File: config.mk
export PLATFORM = sky130hd
export DESIGN_NAME = osd_perm_sequencer_flat
export DESIGN_NICKNAME = d
export VERILOG_FILES = /design/src/rtl/osd_perm_sequencer_if.sv /design/src/rtl/osd_perm_sequencer.sv /design/src/flat_wrapper.sv
export SDC_FILE = /design/constraint.sdc
export NUM_CORES = 1
export LEC_CHECK = 0
export BUFFER_PORTS_ARGS = -buffer_cell sky130_fd_sc_hd__buf_2
export CORE_UTILIZATION = 40
export CTS_CLUSTER_DIAMETER = 60
export CTS_CLUSTER_SIZE = 10
export DETAILED_ROUTE_END_ITERATION = 7
export SKIP_CTS_REPAIR_TIMING = 1
export SYNTH_ARGS = -nofsm -noshare
export SYNTH_HDL_FRONTEND = slang
export SYNTH_HIERARCHICAL = 1
export SYNTH_SLANG_ARGS = --single-unit
File: constraint.sdc
create_clock -name clk -period 8.74 [get_ports clk]
set_input_delay 0.874 -clock clk [delete_from_list [all_inputs] [get_ports clk]]
set_output_delay 0.874 -clock clk [all_outputs]
set_load 0.02 [all_outputs]
File: src/rtl/osd_perm_sequencer_if.sv
// Handshake and data bundle between the reliability sorter, the OSD permutation
// sequencer and the systematic-form eliminator.
interface osd_perm_if #(
    parameter int N     = 8,
    parameter int K     = 4,
    parameter int IDX_W = $clog2(N)
);
    logic                 in_valid;
    logic                 in_ready;
    logic [K*N-1:0]       gp_flat;
    logic [N*IDX_W-1:0]   lambda1_flat;
    logic                 out_valid;
    logic                 out_ready;
    logic [K*N-1:0]       gpp_flat;
    logic [N*IDX_W-1:0]   lambda_flat;
    logic [N*IDX_W-1:0]   lambda2_flat;
    logic                 rank_err;
    logic                 busy;

    modport master (
        output in_valid, gp_flat, lambda1_flat, out_ready,
        input  in_ready, out_valid, gpp_flat, lambda_flat, lambda2_flat, rank_err, busy
    );

    modport slave (
        input  in_valid, gp_flat, lambda1_flat, out_ready,
        output in_ready, out_valid, gpp_flat, lambda_flat, lambda2_flat, rank_err, busy
    );
endinterface

File: src/rtl/osd_perm_sequencer.sv
// OSD reprocessing frame sequencer: holds G' for a settle window around a combinational
// column-pivot generator, captures G''/lambda2 and serially composes lambda1[lambda2[i]].

// Greedy GF(2) pivot search over the columns of G'. Independent columns fill the first K
// slots in column order, the rest follow in order. A missing pivot leaves index 0 in its
// slot, so a rank-deficient G' always yields a repeated index.
module lambda2_generator #(
    parameter int N     = 8,
    parameter int K     = 4,
    parameter int IDX_W = $clog2(N)
) (
    input  logic [K*N-1:0]     gp_flat,
    output logic [K*N-1:0]     gpp_flat,
    output logic [N*IDX_W-1:0] lambda2_flat
);
    localparam int CNT_W = IDX_W + 1;

    logic [K-1:0]     col   [N];
    logic [K-1:0]     basis [K];
    logic [K-1:0]     basis_ok;
    logic [K-1:0]     v;
    logic             placed;
    logic [N-1:0]     pivot;
    logic [IDX_W-1:0] slot  [N];
    logic [CNT_W-1:0] p_cnt;
    logic [CNT_W-1:0] q_cnt;

    always_comb begin
        basis_ok = '0;
        pivot    = '0;
        v        = '0;
        placed   = 1'b0;
        p_cnt    = '0;
        q_cnt    = '0;
        gpp_flat = '0;
        for (int b = 0; b < K; b++) basis[b] = '0;
        for (int c = 0; c < N; c++) begin
            slot[c] = '0;
            for (int r = 0; r < K; r++) col[c][r] = gp_flat[r*N + c];
        end
        // XOR basis keyed by leading bit: a column is a pivot if it does not reduce to zero
        for (int c = 0; c < N; c++) begin
            v      = col[c];
            placed = 1'b0;
            for (int b = K - 1; b >= 0; b--) begin
                if (!placed && v[b]) begin
                    if (basis_ok[b]) begin
                        v = v ^ basis[b];
                    end else begin
                        basis[b]    = v;
                        basis_ok[b] = 1'b1;
                        pivot[c]    = 1'b1;
                        placed      = 1'b1;
                    end
                end
            end
        end
        for (int c = 0; c < N; c++) begin
            if (pivot[c]) begin
                if (p_cnt < CNT_W'(K)) slot[p_cnt[IDX_W-1:0]] = IDX_W'(c);
                p_cnt = p_cnt + CNT_W'(1);
            end else begin
                if (q_cnt < CNT_W'(N - K)) slot[IDX_W'(K) + q_cnt[IDX_W-1:0]] = IDX_W'(c);
                q_cnt = q_cnt + CNT_W'(1);
            end
        end
        for (int c = 0; c < N; c++) begin
            for (int r = 0; r < K; r++) gpp_flat[r*N + c] = col[slot[c]][r];
        end
    end

    for (genvar gi = 0; gi < N; gi++) begin : g_l2_pack
        assign lambda2_flat[gi*IDX_W +: IDX_W] = slot[gi];
    end
endmodule

module osd_perm_sequencer #(
    parameter int N          = 8,
    parameter int K          = 4,
    parameter int IDX_W      = $clog2(N),
    parameter int SETTLE_CYC = 2
) (
    input logic       clk,
    input logic       rst_n,
    osd_perm_if.slave bus
);
    localparam int CNT_W = IDX_W + 1;
    localparam int SET_W = (SETTLE_CYC > 1) ? $clog2(SETTLE_CYC) : 1;

    typedef enum logic [2:0] {IDLE, SETTLE, CAPTURE, COMPOSE, DONE} state_t;

    state_t           state_reg;
    logic [K*N-1:0]   gp_reg;
    logic [K*N-1:0]   gpp_reg;
    logic [IDX_W-1:0] lambda1_reg [N];
    logic [IDX_W-1:0] lambda2_reg [N];
    logic [IDX_W-1:0] lambda_reg  [N];
    logic [N-1:0]     seen_reg;
    logic             err_reg;
    logic [CNT_W-1:0] cnt_reg;
    logic [SET_W-1:0] settle_reg;
    logic             in_ready_reg;
    logic             out_valid_reg;
    logic             rank_err_reg;
    logic             busy_reg;

    logic [K*N-1:0]     gen_gpp;
    logic [N*IDX_W-1:0] gen_l2_flat;
    logic [IDX_W-1:0]   gen_l2     [N];
    logic [IDX_W-1:0]   lambda1_in [N];
    logic [IDX_W-1:0]   cur_idx;
    logic               cur_oob;

    // Fed only from the captured copy, so bus changes mid-frame never reach the generator
    lambda2_generator #(.N(N), .K(K), .IDX_W(IDX_W)) u_gen (
        .gp_flat      (gp_reg),
        .gpp_flat     (gen_gpp),
        .lambda2_flat (gen_l2_flat)
    );

    for (genvar gi = 0; gi < N; gi++) begin : g_unpack
        assign gen_l2[gi]     = gen_l2_flat[gi*IDX_W +: IDX_W];
        assign lambda1_in[gi] = bus.lambda1_flat[gi*IDX_W +: IDX_W];
        assign bus.lambda_flat[gi*IDX_W +: IDX_W]  = lambda_reg[gi];
        assign bus.lambda2_flat[gi*IDX_W +: IDX_W] = lambda2_reg[gi];
    end

    assign cur_idx = lambda2_reg[cnt_reg[IDX_W-1:0]];
    assign cur_oob = {1'b0, cur_idx} >= CNT_W'(N);

    always_ff @(posedge clk or negedge rst_n) begin
        if (!rst_n) begin
            state_reg     <= IDLE;
            gp_reg        <= '0;
            gpp_reg       <= '0;
            seen_reg      <= '0;
            err_reg       <= 1'b0;
            cnt_reg       <= '0;
            settle_reg    <= '0;
            in_ready_reg  <= 1'b1;
            out_valid_reg <= 1'b0;
            rank_err_reg  <= 1'b0;
            busy_reg      <= 1'b0;
            for (int i = 0; i < N; i++) begin
                lambda1_reg[i] <= '0;
                lambda2_reg[i] <= '0;
                lambda_reg[i]  <= '0;
            end
        end else begin
            case (state_reg)
                IDLE: begin
                    if (bus.in_valid && in_ready_reg) begin
                        gp_reg       <= bus.gp_flat;
                        for (int i = 0; i < N; i++) lambda1_reg[i] <= lambda1_in[i];
                        seen_reg     <= '0;
                        err_reg      <= 1'b0;
                        cnt_reg      <= '0;
                        settle_reg   <= '0;
                        in_ready_reg <= 1'b0;
                        busy_reg     <= 1'b1;
                        state_reg    <= SETTLE;
                    end
                end
                SETTLE: begin
                    if (settle_reg == SET_W'(SETTLE_CYC - 1)) begin
                        state_reg <= CAPTURE;
                    end else begin
                        settle_reg <= settle_reg + SET_W'(1);
                    end
                end
                CAPTURE: begin
                    gpp_reg <= gen_gpp;
                    for (int i = 0; i < N; i++) lambda2_reg[i] <= gen_l2[i];
                    cnt_reg   <= '0;
                    state_reg <= COMPOSE;
                end
                COMPOSE: begin
                    // cnt reaches N before leaving, hence the extra counter bit
                    if (cnt_reg == CNT_W'(N)) begin
                        out_valid_reg <= 1'b1;
                        rank_err_reg  <= err_reg;
                        state_reg     <= DONE;
                    end else begin
                        if (cur_oob) begin
                            lambda_reg[cnt_reg[IDX_W-1:0]] <= '0;
                            err_reg <= 1'b1;
                        end else begin
                            lambda_reg[cnt_reg[IDX_W-1:0]] <= lambda1_reg[cur_idx];
                            err_reg           <= err_reg | seen_reg[cur_idx];
                            seen_reg[cur_idx] <= 1'b1;
                        end
                        cnt_reg <= cnt_reg + CNT_W'(1);
                    end
                end
                DONE: begin
                    if (bus.out_ready) begin
                        out_valid_reg <= 1'b0;
                        rank_err_reg  <= 1'b0;
                        busy_reg      <= 1'b0;
                        in_ready_reg  <= 1'b1;
                        state_reg     <= IDLE;
                    end
                end
                default: state_reg <= IDLE;
            endcase
        end
    end

    assign bus.in_ready  = in_ready_reg;
    assign bus.out_valid = out_valid_reg;
    assign bus.rank_err  = rank_err_reg;
    assign bus.busy      = busy_reg;
    assign bus.gpp_flat  = gpp_reg;
endmodule

File: src/flat_wrapper.sv
// flat-port wrapper written by rule: the top's interface ports become plain ports
module osd_perm_sequencer_flat 
#(
    parameter int N          = 8,
    parameter int K          = 4,
    parameter int IDX_W      = $clog2(N),
    parameter int SETTLE_CYC = 2
)
  (clk, rst_n, bus_in_valid, bus_gp_flat, bus_lambda1_flat, bus_out_ready, bus_in_ready, bus_out_valid, bus_gpp_flat, bus_lambda_flat, bus_lambda2_flat, bus_rank_err, bus_busy);
  osd_perm_if #(.N(N), .K(K), .IDX_W(IDX_W)) bus_i ();
  input logic clk;
  input logic rst_n;
  input wire logic [$bits(bus_i.in_valid)-1:0] bus_in_valid;
  input wire logic [$bits(bus_i.gp_flat)-1:0] bus_gp_flat;
  input wire logic [$bits(bus_i.lambda1_flat)-1:0] bus_lambda1_flat;
  input wire logic [$bits(bus_i.out_ready)-1:0] bus_out_ready;
  output wire logic [$bits(bus_i.in_ready)-1:0] bus_in_ready;
  output wire logic [$bits(bus_i.out_valid)-1:0] bus_out_valid;
  output wire logic [$bits(bus_i.gpp_flat)-1:0] bus_gpp_flat;
  output wire logic [$bits(bus_i.lambda_flat)-1:0] bus_lambda_flat;
  output wire logic [$bits(bus_i.lambda2_flat)-1:0] bus_lambda2_flat;
  output wire logic [$bits(bus_i.rank_err)-1:0] bus_rank_err;
  output wire logic [$bits(bus_i.busy)-1:0] bus_busy;
  assign bus_i.in_valid = bus_in_valid;
  assign bus_i.gp_flat = bus_gp_flat;
  assign bus_i.lambda1_flat = bus_lambda1_flat;
  assign bus_i.out_ready = bus_out_ready;
  assign bus_in_ready = bus_i.in_ready;
  assign bus_out_valid = bus_i.out_valid;
  assign bus_gpp_flat = bus_i.gpp_flat;
  assign bus_lambda_flat = bus_i.lambda_flat;
  assign bus_lambda2_flat = bus_i.lambda2_flat;
  assign bus_rank_err = bus_i.rank_err;
  assign bus_busy = bus_i.busy;
  osd_perm_sequencer #(.N(N), .K(K), .IDX_W(IDX_W), .SETTLE_CYC(SETTLE_CYC)) u_core (.clk(clk), .rst_n(rst_n), .bus(bus_i));
endmodule
==> flow_metrics.py <==
metrics = {
    "yosys": {
        "synth-simple-area-share_pct": 17.05,
        "synth_xor_area_share_pct": 3.066,
        "ys_types": 125,
        "synth_top_area_share_pct": 28.14,
        "synth.largest_area_cell": "dfrtp_1",
        "synthTopCellsByArea": "dfrtp_1 28%, mux2_2 12%, mux2i_1 8.4%",
        "syn_area_mm2": 0.01387,
        "async_reset_ff_share_pct": 100.0,
        "ys_seq_area_share_pct": 28.33,
        "netlist_instances": 1500,
        "synthAdderAreaFrac_pct": 1.587,
        "syn_avg_cell_area_um2": 9.250,
        "synth_edf_count": 0,
        "muxShareOfSynthArea_pct": 21.72,
        "synth_top_family_by_area": "compound AO/OA/AOI/OAI gates",
        "synth_ff_type": "dfrtp_1",
        "synth_warnings": 6,
        "syn_nets": 1576,
        "ys_ff_latch": 157,
        "synth_compound_area_share_pct": 22.33,
    },
    "global_routing": {
        "grtUsageTotal_pct": 25.65,
        "gr-total-overflow": 0,
        "antenna_found_initial": 0,
        "grt_max_degree": 87,
        "grt_pass1_wl_mm": 70.97,
        "grt_pass1_vias": 12100,
    },
    "timing": {
        "tns_ns": 0,
        "fin_crit_sh_pct": 91.39,
        "skew_ns": 0.01558,
        "maxSlewViolCount": 0,
        "tightest_slew_ns": 0.9655,
        "rsz0062_at_grt": "false",
        "finalSetupViolCount": 0,
        "timing.fmax_mhz": 125.2,
        "slew_headroom_pct": 35.20,
        "hold_viol": 0,
        "finalCriticalPeriod_ns": 7.987,
    },
    "clock_network": {
        "cts_buffer_depth": 2,
        "cts-root-buf": "clkbuf_16",
        "cts_tree": "yes",
        "path_clk_slew_ns": 0.07,
        "htree_levels": 4,
        "clk_latency_ns": 0.44,
        "clkSinkCount": 157,
        "numCtsBuffers": 17,
    },
    "critical_path": {
        "cp_max_fo": 34,
        "crit_family": "compound AO/OA/AOI/OAI gates",
        "worst-setup-path-type": "register to register",
        "reg2reg_depth": 25,
        "crit_end": "u_core/bus.gpp_flat[14]",
        "cp.depth": 25,
        "worst-path-buf-inv": 2,
        "critPathMostFrequentCell": "o211a_1",
        "worst_setup_path_start_kind": "register",
        "slowest_stage": "dfrtp_1",
        "critical_path.max_stage_delay_ns": 0.98,
        "worstPathArrival_ns": 8.31,
        "regToRegSetupSlack_ns": 0.75,
        "endpoint_kind": "register",
        "r2r-start": "u_core/gp_reg[24]",
        "startpoint": "u_core/gp_reg[24]",
        "worstPathRequired_ns": 9.06,
        "reg2reg_to": "u_core/bus.gpp_flat[14]",
    },
    "detailed_routing": {
        "ant_nets": 0,
        "avgRoutedWirePerCell_um": 22.61,
        "routed_wl_mm": 46.02,
        "first_pass_iters": 6,
        "first_iter_violations": 1236,
        "drc": 0,
        "dr_total_vias": 12750,
        "vias_per_cell": 6.267,
    },
    "layout": {
        "layout.cells.non_filler": 2035,
        "layout-drive-gt1-share_pct": 27.85,
        "syn2layout_area_growth_pct": 10.53,
        "antenna_cells": 0,
        "layout.nets": 1650,
    },
    "placed_design": {
        "placedCellCount": 2003,
        "io_buffers": 143,
        "routabilityCongestion": 0.9266,
        "dpl.hpwl_mm": 34.19,
    },
    "floorplan": {
        "die_x_um": 188.2,
        "die_height_um": 188.2,
        "ios": 144,
        "start_util_pct": 40.97,
        "fp-row-count": 67,
        "die-area_mm2": 0.03543,
        "fp.coreArea_mm2": 0.03387,
    },
    "run_status": {
        "status": "completed",
    },
    "run": {
        "drv_cap": 0,
    },
    "hold_path": {
        "min_path_type": "register to register",
    },
}
[layer usage]
| metal | routed length [um] | global-route usage [%] |
|---|---|---|
| met5 | 0 | 0 |
| met4 | 1440 | 9.975 |
| met3 | 3525 | 5.029 |
| met2 | 20940 | 40.35 |
| met1 | 20110 | 34.57 |
[kinds of logic (layout without fill, tap and decap cells)]
kind of cell	after synthesis	after routing
xor+xnor	41	41
mux	278	278
simple gates	433	433
flops	157	157
buf+inv	166	253
fa+ha+maj	18	18
compound gates	407	407
[cells in the mapped netlist (8+ instances only)]
cell type / instances
dfrtp_1: 156
mux2_2: 153
mux2i_1: 117
nand2_1: 109
nor2_1: 83
a21oi_1: 66
clkbuf_1: 57
o21ai_0: 47
nand3_1: 46
inv_1: 36
buf_2: 32
o22ai_1: 25
nor3_1: 24
and2_1: 22
o21ai_1: 20
a31oi_1: 19
xnor2_1: 19
a211oi_1: 18
ha_1: 16
nand2b_1: 16
o211ai_1: 15
xor2_1: 15
nand3b_1: 14
nor2b_1: 14
and3_1: 13
buf_4: 13
buf_6: 13
nor3b_1: 12
nor4_1: 12
o22a_1: 12
a21o_1: 11
o211a_1: 11
or3_1: 11
o21a_1: 10
a22o_1: 9
a22oi_1: 9
a32o_1: 9
inv_2: 9
nand4_1: 9
a211o_1: 8
o31ai_1: 8
[placed cells by master (no fill, tap or decap), drive strengths merged, types with 11 or more instances in the layout]
cell type / synthesis / routed
o31ai: 11 / 11
nor2b: 14 / 14
nand2: 110 / 110
or3: 11 / 11
o21ai: 69 / 69
nor3: 28 / 28
nand2b: 17 / 17
and3: 14 / 14
a211oi: 21 / 21
nor2: 86 / 86
nor4: 14 / 14
o211ai: 19 / 19
nand3b: 15 / 15
and2: 23 / 23
buf: 63 / 176
clkbuf: 58 / 18
xor2: 15 / 15
nand3: 48 / 48
o22a: 12 / 12
dfrtp: 156 / 156
mux2: 159 / 159
o211a: 12 / 12
a22oi: 11 / 11
xnor2: 24 / 24
a31oi: 19 / 19
a21o: 11 / 11
a21oi: 68 / 68
inv: 45 / 50
ha: 16 / 16
mux2i: 118 / 118
o22ai: 26 / 26
nor3b: 12 / 12
[per-stage QoR]
stage	utilization, %	worst slack [ns]	hold slack [ns]	area, um^2
after global routing	45.28	0.2931	0.5118	15340
after global placement	43.61	1.109	0.4571	14770
final	45.28	0.7525	0.4814	15340
after floorplan	-	2.111	0.4489	13870
after CTS	45.28	0.9040	0.4806	15340
after detailed placement	43.61	0.9361	0.4666	14770
[worst min-delay path by stage]
stage | startpoint | end | cells after the start
floorplan | u_core/settle_reg | u_core/state_reg[0] | 1
global placement | u_core/bus.out_valid | u_core/bus.out_valid | 1
detailed placement | u_core/bus.busy | u_core/bus.busy | 2
CTS | u_core/settle_reg | u_core/state_reg[0] | 1
global route | u_core/bus.out_valid | u_core/bus.out_valid | 1
finish | u_core/bus.busy | u_core/bus.busy | 2
[cell type report]
type                    count  area, um^2
multi-input cells        1177        9141
inverters                  45       168.9
fillers                  3315       18530
clock inverters            14       136.4
clock buffers              18       429.2
repair buffers            176       969.7
well taps                 448       560.5
flip-flops and latches    157        3930
[worst reg2reg max path, cell delays in order, from the launching register on]
cell and delay (ns):
dfrtp_1 0.98, buf_4 0.43, o31a_1 0.23, o211a_1 0.18, xor2_1 0.45, a41o_1 0.29, nand3_2 0.22, o32ai_2 0.58
a21boi_1 0.20, o211a_1 0.31, o21ai_1 0.26, and2_1 0.32, inv_1 0.17, ha_1 0.31, a211oi_1 0.05, a31oi_1 0.40
ha_1 0.28, o211a_1 0.17, xnor2_1 0.08, and4_1 0.21, a22o_1 0.30, a21oi_2 0.59, nor2b_1 0.12, a211o_1 0.29
a22o_1 0.21, mux2_2 0.26
Power is not shown: default switching activity piles up to over one toggle a cycle in this logic, so the estimate is an artifact.
